==> src/rtl/exe_stage_mul_if.sv <==
// ID/EX-to-execute bundle: decoded instruction fields in, EXE/MEM fields, branch and stall out.
interface exe_stage_mul_if;
  logic        wb_en_in;
  logic        mem_r_en_in;
  logic        mem_w_en_in;
  logic        b_in;
  logic        s_in;
  logic        imm_in;
  logic [3:0]  exe_cmd_in;
  logic [3:0]  dest_in;
  logic [3:0]  sr_in;
  logic [11:0] shift_operand_in;
  logic [23:0] imm_signed_24_in;
  logic [31:0] PC_in;
  logic [31:0] value_rn_in;
  logic [31:0] value_rm_in;

  logic        wb_en;
  logic        mem_r_en;
  logic        mem_w_en;
  logic [3:0]  dest;
  logic [31:0] alu_result;
  logic [31:0] value_rm;
  logic        br_taken;
  logic [31:0] br_addr;
  logic [3:0]  status;
  logic        stall;

  modport master (
    output wb_en_in, mem_r_en_in, mem_w_en_in, b_in, s_in, imm_in, exe_cmd_in,
           dest_in, sr_in, shift_operand_in, imm_signed_24_in, PC_in,
           value_rn_in, value_rm_in,
    input  wb_en, mem_r_en, mem_w_en, dest, alu_result, value_rm, br_taken,
           br_addr, status, stall
  );

  modport slave (
    input  wb_en_in, mem_r_en_in, mem_w_en_in, b_in, s_in, imm_in, exe_cmd_in,
           dest_in, sr_in, shift_operand_in, imm_signed_24_in, PC_in,
           value_rn_in, value_rm_in,
    output wb_en, mem_r_en, mem_w_en, dest, alu_result, value_rm, br_taken,
           br_addr, status, stall
  );
endinterface

==> src/rtl/exe_stage_mul.sv <==
// ARM execute stage: combinational shifter/ALU/branch, NZCV register, iterative MUL (N+2 cycles,
// stalls front end and bubbles downstream). MUL_EARLY_EXIT_EN ends the MUL once multiplier bits run out.
module exe_stage_mul #(
  parameter int RADIX_BITS = 4
) (
  input logic           clk,
  input logic           rst,
  exe_stage_mul_if.slave bus
);
  localparam int N = 32 / RADIX_BITS;

  typedef enum logic [1:0] {IDLE, BUSY, DONE} state_t;

  state_t      state;
  logic [31:0] mcand;
  logic [31:0] mplier;
  logic [31:0] acc;
  logic [5:0]  count;
  logic [3:0]  status_q;

  logic        is_mul;
  logic        stall_c;
  logic [31:0] digit;

  assign is_mul  = (bus.exe_cmd_in == 4'b1010);
  assign stall_c = ((state == IDLE) && is_mul) || (state == BUSY);
  assign digit   = {{(32-RADIX_BITS){1'b0}}, mplier[RADIX_BITS-1:0]};

  logic [31:0] val2;
  logic [31:0] imm_ext;
  logic [4:0]  rot;
  logic [4:0]  sh_amt;
  logic [63:0] imm_dbl;
  logic [63:0] rm_dbl;

  always_comb begin
    imm_ext = {24'b0, bus.shift_operand_in[7:0]};
    rot     = {bus.shift_operand_in[11:8], 1'b0};
    imm_dbl = {imm_ext, imm_ext} >> rot;
    sh_amt  = bus.shift_operand_in[11:7];
    rm_dbl  = {bus.value_rm_in, bus.value_rm_in} >> sh_amt;
    val2    = '0;
    if (bus.imm_in) begin
      val2 = imm_dbl[31:0];
    end else if (bus.mem_r_en_in || bus.mem_w_en_in) begin
      val2 = {20'b0, bus.shift_operand_in};
    end else begin
      case (bus.shift_operand_in[6:5])
        2'b00:   val2 = bus.value_rm_in << sh_amt;
        2'b01:   val2 = bus.value_rm_in >> sh_amt;
        2'b10:   val2 = $signed(bus.value_rm_in) >>> sh_amt;
        default: val2 = rm_dbl[31:0];
      endcase
    end
  end

  logic [32:0] sum;
  logic [31:0] result;
  logic        c_new;
  logic        v_new;
  logic        flag_upd;
  logic        c_in;

  assign c_in = bus.sr_in[1];

  // Subtraction is Rn + ~Val2 + 1 so bit 32 is directly the ARM NOT-borrow carry.
  always_comb begin
    sum      = '0;
    result   = '0;
    c_new    = status_q[1];
    v_new    = status_q[0];
    flag_upd = 1'b1;
    case (bus.exe_cmd_in)
      4'b0001: result = val2;
      4'b1001: result = ~val2;
      4'b0010, 4'b0011: begin
        sum    = {1'b0, bus.value_rn_in} + {1'b0, val2}
                 + {32'b0, (bus.exe_cmd_in[0] & c_in)};
        result = sum[31:0];
        c_new  = sum[32];
        v_new  = (bus.value_rn_in[31] == val2[31]) && (result[31] != bus.value_rn_in[31]);
      end
      4'b0100, 4'b0101: begin
        sum    = {1'b0, bus.value_rn_in} + {1'b0, ~val2}
                 + {32'b0, (bus.exe_cmd_in[0] ? c_in : 1'b1)};
        result = sum[31:0];
        c_new  = sum[32];
        v_new  = (bus.value_rn_in[31] != val2[31]) && (result[31] != bus.value_rn_in[31]);
      end
      4'b0110: result = bus.value_rn_in & val2;
      4'b0111: result = bus.value_rn_in | val2;
      4'b1000: result = bus.value_rn_in ^ val2;
      4'b1010: result = acc;
      default: flag_upd = 1'b0;
    endcase
  end

  always_ff @(posedge clk) begin
    if (rst) begin
      state    <= IDLE;
      status_q <= '0;
      mcand    <= '0;
      mplier   <= '0;
      acc      <= '0;
      count    <= '0;
    end else begin
      // A MUL only reaches here unstalled in DONE, so its flags come from the final product.
      if (bus.s_in && !stall_c && flag_upd)
        status_q <= {result[31], (result == 32'd0), c_new, v_new};
      case (state)
        IDLE: begin
          if (is_mul) begin
            mcand  <= bus.value_rn_in;
            mplier <= bus.value_rm_in;
            acc    <= '0;
            count  <= 6'(N);
            state  <= BUSY;
`ifdef MUL_EARLY_EXIT_EN
            if (bus.value_rm_in == 32'd0) state <= DONE;
`endif
          end
        end
        BUSY: begin
          acc    <= acc + mcand * digit;
          mcand  <= mcand << RADIX_BITS;
          mplier <= mplier >> RADIX_BITS;
          count  <= count - 6'd1;
          if (count == 6'd1) state <= DONE;
`ifdef MUL_EARLY_EXIT_EN
          if ((mplier >> RADIX_BITS) == 32'd0) state <= DONE;
`endif
        end
        DONE:    state <= IDLE;
        default: state <= IDLE;
      endcase
    end
  end

  assign bus.wb_en      = bus.wb_en_in & ~stall_c;
  assign bus.mem_r_en   = bus.mem_r_en_in & ~stall_c;
  assign bus.mem_w_en   = bus.mem_w_en_in & ~stall_c;
  assign bus.dest       = bus.dest_in;
  assign bus.alu_result = result;
  assign bus.value_rm   = bus.value_rm_in;
  assign bus.br_taken   = bus.b_in & ~stall_c;
  assign bus.br_addr    = bus.PC_in + {{6{bus.imm_signed_24_in[23]}}, bus.imm_signed_24_in, 2'b00};
  assign bus.status     = status_q;
  assign bus.stall      = stall_c;
endmodule

==> src/flat_wrapper.sv <==
// flat-port wrapper written by rule: the top's interface ports become plain ports
module exe_stage_mul_flat 
#(
  parameter int RADIX_BITS = 4
)
  (clk, rst, bus_wb_en_in, bus_mem_r_en_in, bus_mem_w_en_in, bus_b_in, bus_s_in, bus_imm_in, bus_exe_cmd_in, bus_dest_in, bus_sr_in, bus_shift_operand_in, bus_imm_signed_24_in, bus_PC_in, bus_value_rn_in, bus_value_rm_in, bus_wb_en, bus_mem_r_en, bus_mem_w_en, bus_dest, bus_alu_result, bus_value_rm, bus_br_taken, bus_br_addr, bus_status, bus_stall);
  exe_stage_mul_if bus_i ();
  input logic clk;
  input logic rst;
  input wire logic [$bits(bus_i.wb_en_in)-1:0] bus_wb_en_in;
  input wire logic [$bits(bus_i.mem_r_en_in)-1:0] bus_mem_r_en_in;
  input wire logic [$bits(bus_i.mem_w_en_in)-1:0] bus_mem_w_en_in;
  input wire logic [$bits(bus_i.b_in)-1:0] bus_b_in;
  input wire logic [$bits(bus_i.s_in)-1:0] bus_s_in;
  input wire logic [$bits(bus_i.imm_in)-1:0] bus_imm_in;
  input wire logic [$bits(bus_i.exe_cmd_in)-1:0] bus_exe_cmd_in;
  input wire logic [$bits(bus_i.dest_in)-1:0] bus_dest_in;
  input wire logic [$bits(bus_i.sr_in)-1:0] bus_sr_in;
  input wire logic [$bits(bus_i.shift_operand_in)-1:0] bus_shift_operand_in;
  input wire logic [$bits(bus_i.imm_signed_24_in)-1:0] bus_imm_signed_24_in;
  input wire logic [$bits(bus_i.PC_in)-1:0] bus_PC_in;
  input wire logic [$bits(bus_i.value_rn_in)-1:0] bus_value_rn_in;
  input wire logic [$bits(bus_i.value_rm_in)-1:0] bus_value_rm_in;
  output wire logic [$bits(bus_i.wb_en)-1:0] bus_wb_en;
  output wire logic [$bits(bus_i.mem_r_en)-1:0] bus_mem_r_en;
  output wire logic [$bits(bus_i.mem_w_en)-1:0] bus_mem_w_en;
  output wire logic [$bits(bus_i.dest)-1:0] bus_dest;
  output wire logic [$bits(bus_i.alu_result)-1:0] bus_alu_result;
  output wire logic [$bits(bus_i.value_rm)-1:0] bus_value_rm;
  output wire logic [$bits(bus_i.br_taken)-1:0] bus_br_taken;
  output wire logic [$bits(bus_i.br_addr)-1:0] bus_br_addr;
  output wire logic [$bits(bus_i.status)-1:0] bus_status;
  output wire logic [$bits(bus_i.stall)-1:0] bus_stall;
  assign bus_i.wb_en_in = bus_wb_en_in;
  assign bus_i.mem_r_en_in = bus_mem_r_en_in;
  assign bus_i.mem_w_en_in = bus_mem_w_en_in;
  assign bus_i.b_in = bus_b_in;
  assign bus_i.s_in = bus_s_in;
  assign bus_i.imm_in = bus_imm_in;
  assign bus_i.exe_cmd_in = bus_exe_cmd_in;
  assign bus_i.dest_in = bus_dest_in;
  assign bus_i.sr_in = bus_sr_in;
  assign bus_i.shift_operand_in = bus_shift_operand_in;
  assign bus_i.imm_signed_24_in = bus_imm_signed_24_in;
  assign bus_i.PC_in = bus_PC_in;
  assign bus_i.value_rn_in = bus_value_rn_in;
  assign bus_i.value_rm_in = bus_value_rm_in;
  assign bus_wb_en = bus_i.wb_en;
  assign bus_mem_r_en = bus_i.mem_r_en;
  assign bus_mem_w_en = bus_i.mem_w_en;
  assign bus_dest = bus_i.dest;
  assign bus_alu_result = bus_i.alu_result;
  assign bus_value_rm = bus_i.value_rm;
  assign bus_br_taken = bus_i.br_taken;
  assign bus_br_addr = bus_i.br_addr;
  assign bus_status = bus_i.status;
  assign bus_stall = bus_i.stall;
  exe_stage_mul #(.RADIX_BITS(RADIX_BITS)) u_core (.clk(clk), .rst(rst), .bus(bus_i));
endmodule
==> config.mk <==
export PLATFORM = sky130hd
export DESIGN_NAME = exe_stage_mul_flat
export DESIGN_NICKNAME = d
export VERILOG_FILES = /design/src/rtl/exe_stage_mul_if.sv /design/src/rtl/exe_stage_mul.sv /design/src/flat_wrapper.sv
export SDC_FILE = /design/constraint.sdc
export NUM_CORES = 1
export LEC_CHECK = 0
export ABC_AREA = 1
export CAP_MARGIN = 20
export CORE_ASPECT_RATIO = 1.5
export CORE_MARGIN = 8
export CORE_UTILIZATION = 40
export DETAILED_ROUTE_END_ITERATION = 16
export GPL_TIMING_DRIVEN = 0
export RECOVER_POWER = 25
export SLEW_MARGIN = 20
export SYNTH_ARGS = -nofsm -noshare
export SYNTH_HDL_FRONTEND = slang
export SYNTH_SLANG_ARGS = --single-unit
==> constraint.sdc <==
create_clock -name clk -period 6.15 [get_ports clk]
set_clock_uncertainty 0.1 [all_clocks]
set_input_delay 1.23 -clock clk [delete_from_list [all_inputs] [get_ports clk]]
set_output_delay 1.23 -clock clk [all_outputs]
set_load 0.005 [all_outputs]
After elaboration in Yosys (flattened, before gate mapping)

Index checks and enable logic that the tools add are counted.

Register bits: 108
Output and inout bits: 109
Logic and storage cells: 88

Add/subtract/negate cells: 7
$mul: 1
Equality and inequality tests: 20
Shift-type cells: 5
Mux-type cells: 19
Bitwise operators: 10
Reductions and logical operators: 19

Operator list:

| cell                                          | number |
|---|---|
| one-hot mux 32 bit (8 select lines)           | 1 |
| one-hot mux 32 bit (2 select lines)           | 3 |
| two-way mux 32 bit                            | 5 |
| one-hot mux 32 bit (3 select lines)           | 1 |
| adder 32 x 32 -> 33 bit                       | 2 |
| adder 33 x 1 -> 33 bit                        | 2 |
| adder 32 bit                                  | 2 |
| >> shifter 64 x 5 -> 32 bit                   | 1 |
| >> shifter 40 x 5 -> 32 bit                   | 1 |
| bitwise AND 32 bit                            | 1 |
| logical NOT 32 bit                            | 1 |
| multiplier 32 x 4 -> 32 bit                   | 1 |
| NOT 32 bit                                    | 1 |
| bitwise OR 32 bit                             | 1 |
| << shifter 32 x 5 -> 32 bit                   | 1 |
| >> shifter 32 x 5 -> 32 bit                   | 1 |
| >>> shifter 32 x 5 -> 32 bit                  | 1 |
| XOR 32 bit                                    | 1 |
| == test 4 x 3 -> 1 bit, second input constant | 4 |
| == test 4 bit, second input constant          | 3 |
| one-hot mux 6 bit (2 select lines)            | 1 |
| OR reduction 10 bit                           | 1 |
| == test 4 x 2 -> 1 bit, second input constant | 2 |
| == test 6 x 1 -> 1 bit, second input constant | 1 |
| other kinds (22)                              | 42 |

Longest topological paths before layout

Depth in word-level cells: 10
Depth in mapped cells: 44

Worst setup path before layout

No wires, ideal clock.

Kind: in2out
From: input bus_shift_operand_in[10]
To: output bus_alu_result[31]
Arrival time: 4.621 ns
Data required time: 4.820 ns
Path slack: 0.199 ns
Stages on the path: 28
Path buffers: 5
Cell sequence: buf_2 inv_1 buf_4 buf_2 buf_1 nand2_1 a221oi_1 nand3_1 nand2_1 nand2_1 ha_1 buf_2 nand2_1 nor2_1 inv_1 nor2_1 inv_1 o221ai_1 nor2_1 o21ai_1 nand3_1 nand2_1 xor2_1 nor2_1 nor2_1 nand2_1 nor2_2 inv_1

Word-level cells in the longest chain between the ends: 8
Elaborated cells between the ends (all ways): 17
Those cells by class: 4 x add/sub; 5 x shift; 4 x mux; 4 x bitwise

Ends and longest elaborated chain:

| what                                                      | line                                     | source |
|---|---|---|
| start, declared                                           | flat_wrapper.sv:19                       | `input wire logic [$bits(bus_i.shift_operand_in)-1:0] bus_shift_operand_in;` |
| >> shifter 64 x 5 -> 32 bit, or another cell as far along | exe_stage_mul.sv:41                      | `rm_dbl = {bus.value_rm_in, bus.value_rm_in} >> sh_amt;` |
| one-hot mux 32 bit (3 select lines)                       | exe_stage_mul.sv:48                      | `case (bus.shift_operand_in[6:5])` |
| two-way mux 32 bit                                        | exe_stage_mul.sv:45                      | `end else if (bus.mem_r_en_in \|\| bus.mem_w_en_in) begin` |
| two-way mux 32 bit *                                      | exe_stage_mul.sv:43                      | `if (bus.imm_in) begin` |
| NOT 32 bit                                                | exe_stage_mul.sv:75, exe_stage_mul.sv:84 |  |
| adder 32 x 32 -> 33 bit                                   | exe_stage_mul.sv:84                      | `sum = {1'b0, bus.value_rn_in} + {1'b0, ~val2}` |
| adder 33 x 1 -> 33 bit                                    | exe_stage_mul.sv:85                      | `+ {32'b0, (bus.exe_cmd_in[0] ? c_in : 1'b1)};` |
| one-hot mux 32 bit (8 select lines) *                     | exe_stage_mul.sv:73                      | `case (bus.exe_cmd_in)` |
| end, declared                                             | flat_wrapper.sv:28                       | `output wire logic [$bits(bus_i.alu_result)-1:0] bus_alu_result;` |

Every way passes the cells marked *; elsewhere a longest branch is shown, timed or not.

Worst setup path in the final report

From: input bus_shift_operand_in[7]
To: output bus_alu_result[18]

The elaborated chain is that of the path after synthesis.

==> impl_metrics.ini <==
[outcome]
status = finished with violations
violations = setup timing

[detailed_routing]
wl_per_cell_um = 26.0
drt_iter0_drc = 2405
ant_nets = 0
remaining_drc_errors = 0
via_count = 28517
wl_um = 126000
viasPerCell = 5.91
firstDrtPassIters = 9

[worst_setup_path]
critPathKind = input pin to output port
cp_slowest_cell = nand3b_1
end_kind = output port
cpMostUsedCell = nand2_1
required_ns = 4.82
start_kind = input pin
ff2ff_path_depth = 27
crit_fanout = 7
worst-endpoint-arrival_ns = 5.33
slowest_delay_ns = 0.32

[logic_synthesis]
postSynthAreaPerCell_um2 = 5.84
ys_seq_elements = 108
synth.largest_area_cell = nand2_1
async_flop_share_pct = 0
ys.flop_type = dfxtp_1
synth_fp_nets = 4101
ys_types = 64
syn_inst = 3698
synth_top_area_share_pct = 18.1
synth_edf_count = 0
ys_warn_count = 0
synth_area_leaders = nand2_1 (18%), dfxtp_1 (10%), ha_1 (9.3%)
syn_area_mm2 = 0.0216
seq_area_frac_synth_pct = 10.0

[sta]
slew_headroom_pct = 27.3
setup_violations = 27
setup_tns_ns = -6.64
tightest_slew_ns = 1.09
fmax_ghz = 0.150
fin_crit_sh_pct = 108
hold_viol = 0
fin_crit_ns = 6.66
grt_setup_unrepaired = yes
report.final.slew_viol_count = 0
fin_ws_ns = -0.511

[global_routing]
first_global_vias = 28012
grt_use_total_pct = 39.0
grt_pass1_wl_um = 179000
grt_max_degree = 23
antenna_found_initial = 5
grt_overflow = 0

[clock_network]
clk_latency_ns = 0.37
clk_pin_slew_ns = 0.08
cts.sinks = 108
cts_max_path_buffers = 2
cts_buffers = 9
cts_tree = yes
cts_hold_buf = 0
root_buffer = clkbuf_16
cts_max_level = 3

[floorplan]
rows = 104
die_x_um = 206
core_area_mm2 = 0.0535
design.die.area_mm2 = 0.0618
io_pins = 261
die_h_um = 300
initial_core_util_pct = 40.3

[layout]
finalNetCount = 4528
register_area_mm2 = 0.00216
finalNonFillerCells = 4822
drive_above_1_share_pct = 25.9
num-fill-cells = 5413
multi_input_area_mm2 = 0.0198
area_delta_synth_final_pct = 41.7

[place]
io_buffers = 247
hpwl_um = 97500
place.gp.congestion = 1.05
dpl.cell_count = 4634

[power_and_ir_drop]
p_leak_nw = 14.4
irDropWorstVdd_mv = 0.142
power_per_cell_area_mw_per_mm2 = 135
totalPowerFinal_mw = 4.11

[run]
maxCapViolations = 0

[min_path]
hold_path_depth = 2
hp-class = flip-flop to flip-flop
[synth_stat cells (5+ instances only)]
cell and n:
o21ai_1 72, or2_2 15, o21ai_0 182, o221ai_1 9
dfxtp_1 108, nand2_2 34, a32o_1 7, o211ai_1 22
o22ai_1 32, buf_4 49, nor3_1 24, ha_1 161
a211oi_1 10, nand2_1 1039, fa_1 90, o21a_1 14
nor2_1 279, nand3_1 399, a21oi_1 228, a221oi_1 23
nand3_2 9, nand3b_1 5, o21bai_1 13, inv_1 451
xor2_1 31, a21o_1 5, nand4_1 34, a21boi_0 8
inv_2 17, a31oi_1 67, buf_6 12, xnor2_1 13
clkinv_1 6, buf_1 14, buf_2 55, nor2_2 9
clkbuf_1 79, a22oi_1 17
[registers in the layout (all words and copies together), names as in the netlist]
signal and cells:
u_core.acc 32, u_core.state 2, u_core.mplier 32, u_core.mcand 32
u_core.bus.status 4, u_core.count 6
[power breakdown]
| part | leakage [nW] | internal, mW | switching (mW) |
|---|---|---|---|
| Clock | 0.151 | 0.294 | 0.332 |
| Sequential | 0.876 | 0.722 | 0.0322 |
| Combinational | 13.4 | 1.06 | 1.67 |
[kinds of logic (layout without fill, tap and decap cells)]
family	after synthesis	in the layout	share of synthesized area [%]
simple gates	1869	1869	36.8
compound gates	736	736	19.9
buf+inv	688	1120	13.8
fa+ha+maj	251	251	17.7
flops	108	108	10.0
xor+xnor	44	44	1.79
mux	2	2	0.0928
other cells	0	3	0
[cells in the final DEF, fill, tap and decap left out, types with 46 or more instances in the layout]
cell type	instances
nand2_1	890
inv_1	409
nand3_1	266
buf_4	210
nor2_1	209
a21oi_1	167
clkdlybuf4s50_1	165
o21ai_0	135
ha_1	135
nand2_2	119
dfxtp_1	108
nand3_2	103
fa_1	87
a31oi_1	64
clkbuf_1	62
nand2_4	61
o21ai_1	61
a21oi_2	54
inv_2	46
[worst max-delay path, delay by kind of cell]
family | cells | cell delay [ns]
buf+inv | 10 | 1.23
fa+ha+maj | 1 | 0.29
simple gates | 13 | 1.57
compound gates | 6 | 1.01
[repair_timing]
action / in CTS / in global routing
setup buffers: 137 / 41
endpoints found under the setup margin: 39 / 40
pin swaps: 175 / 152
gates cloned: 6 / 5
resized for setup: 971 / 308
[final timing paths]
check | from | endpoint | slack (ns)
worst min register to register | u_core.mplier[31] | u_core.mplier[31] | 0.37
worst max register to register | u_core.mplier[1] | u_core.acc[23] | 0.50
worst min-delay path | u_core.mplier[31] | u_core.mplier[31] | 0.37
worst max-delay path | bus_shift_operand_in[7] | bus_alu_result[18] | -0.51
[per-layer routing]
| layer | global-route usage, % | wire (µm) |
|---|---|---|
| met3 | 7.31 | 9510 |
| met5 | 0 | 17 |
| met2 | 65.6 | 58800 |
| met4 | 35.5 | 14600 |
| met1 | 40.5 | 42700 |
[layout make-up]
type | instances | area share [%]
multi-input cells | 2902 | 64.7
repair buffers | 427 | 13.0
flip-flops and latches | 108 | 7.07
inverters | 475 | 6.03
plain buffers | 202 | 5.35
well taps | 689 | 2.82
clock buffers | 9 | 0.737
clock inverters | 7 | 0.282
diodes | 3 | 0.0246
[metrics by stage]
step                      worst slack [ns]  hold slack (ns)  area [µm²]  utilization [%]
after CTS                           -0.368            0.368       29100             54.5
final                               -0.511            0.366       30600             57.2
after global placement               -2.48            0.342       24900             46.6
after detailed placement             -2.43            0.347       24900             46.6
after floorplan                      0.199            0.329       21600                -
after global routing                -0.586            0.391       30600             57.2
Note: power is estimated with default switching activity, not from simulation.
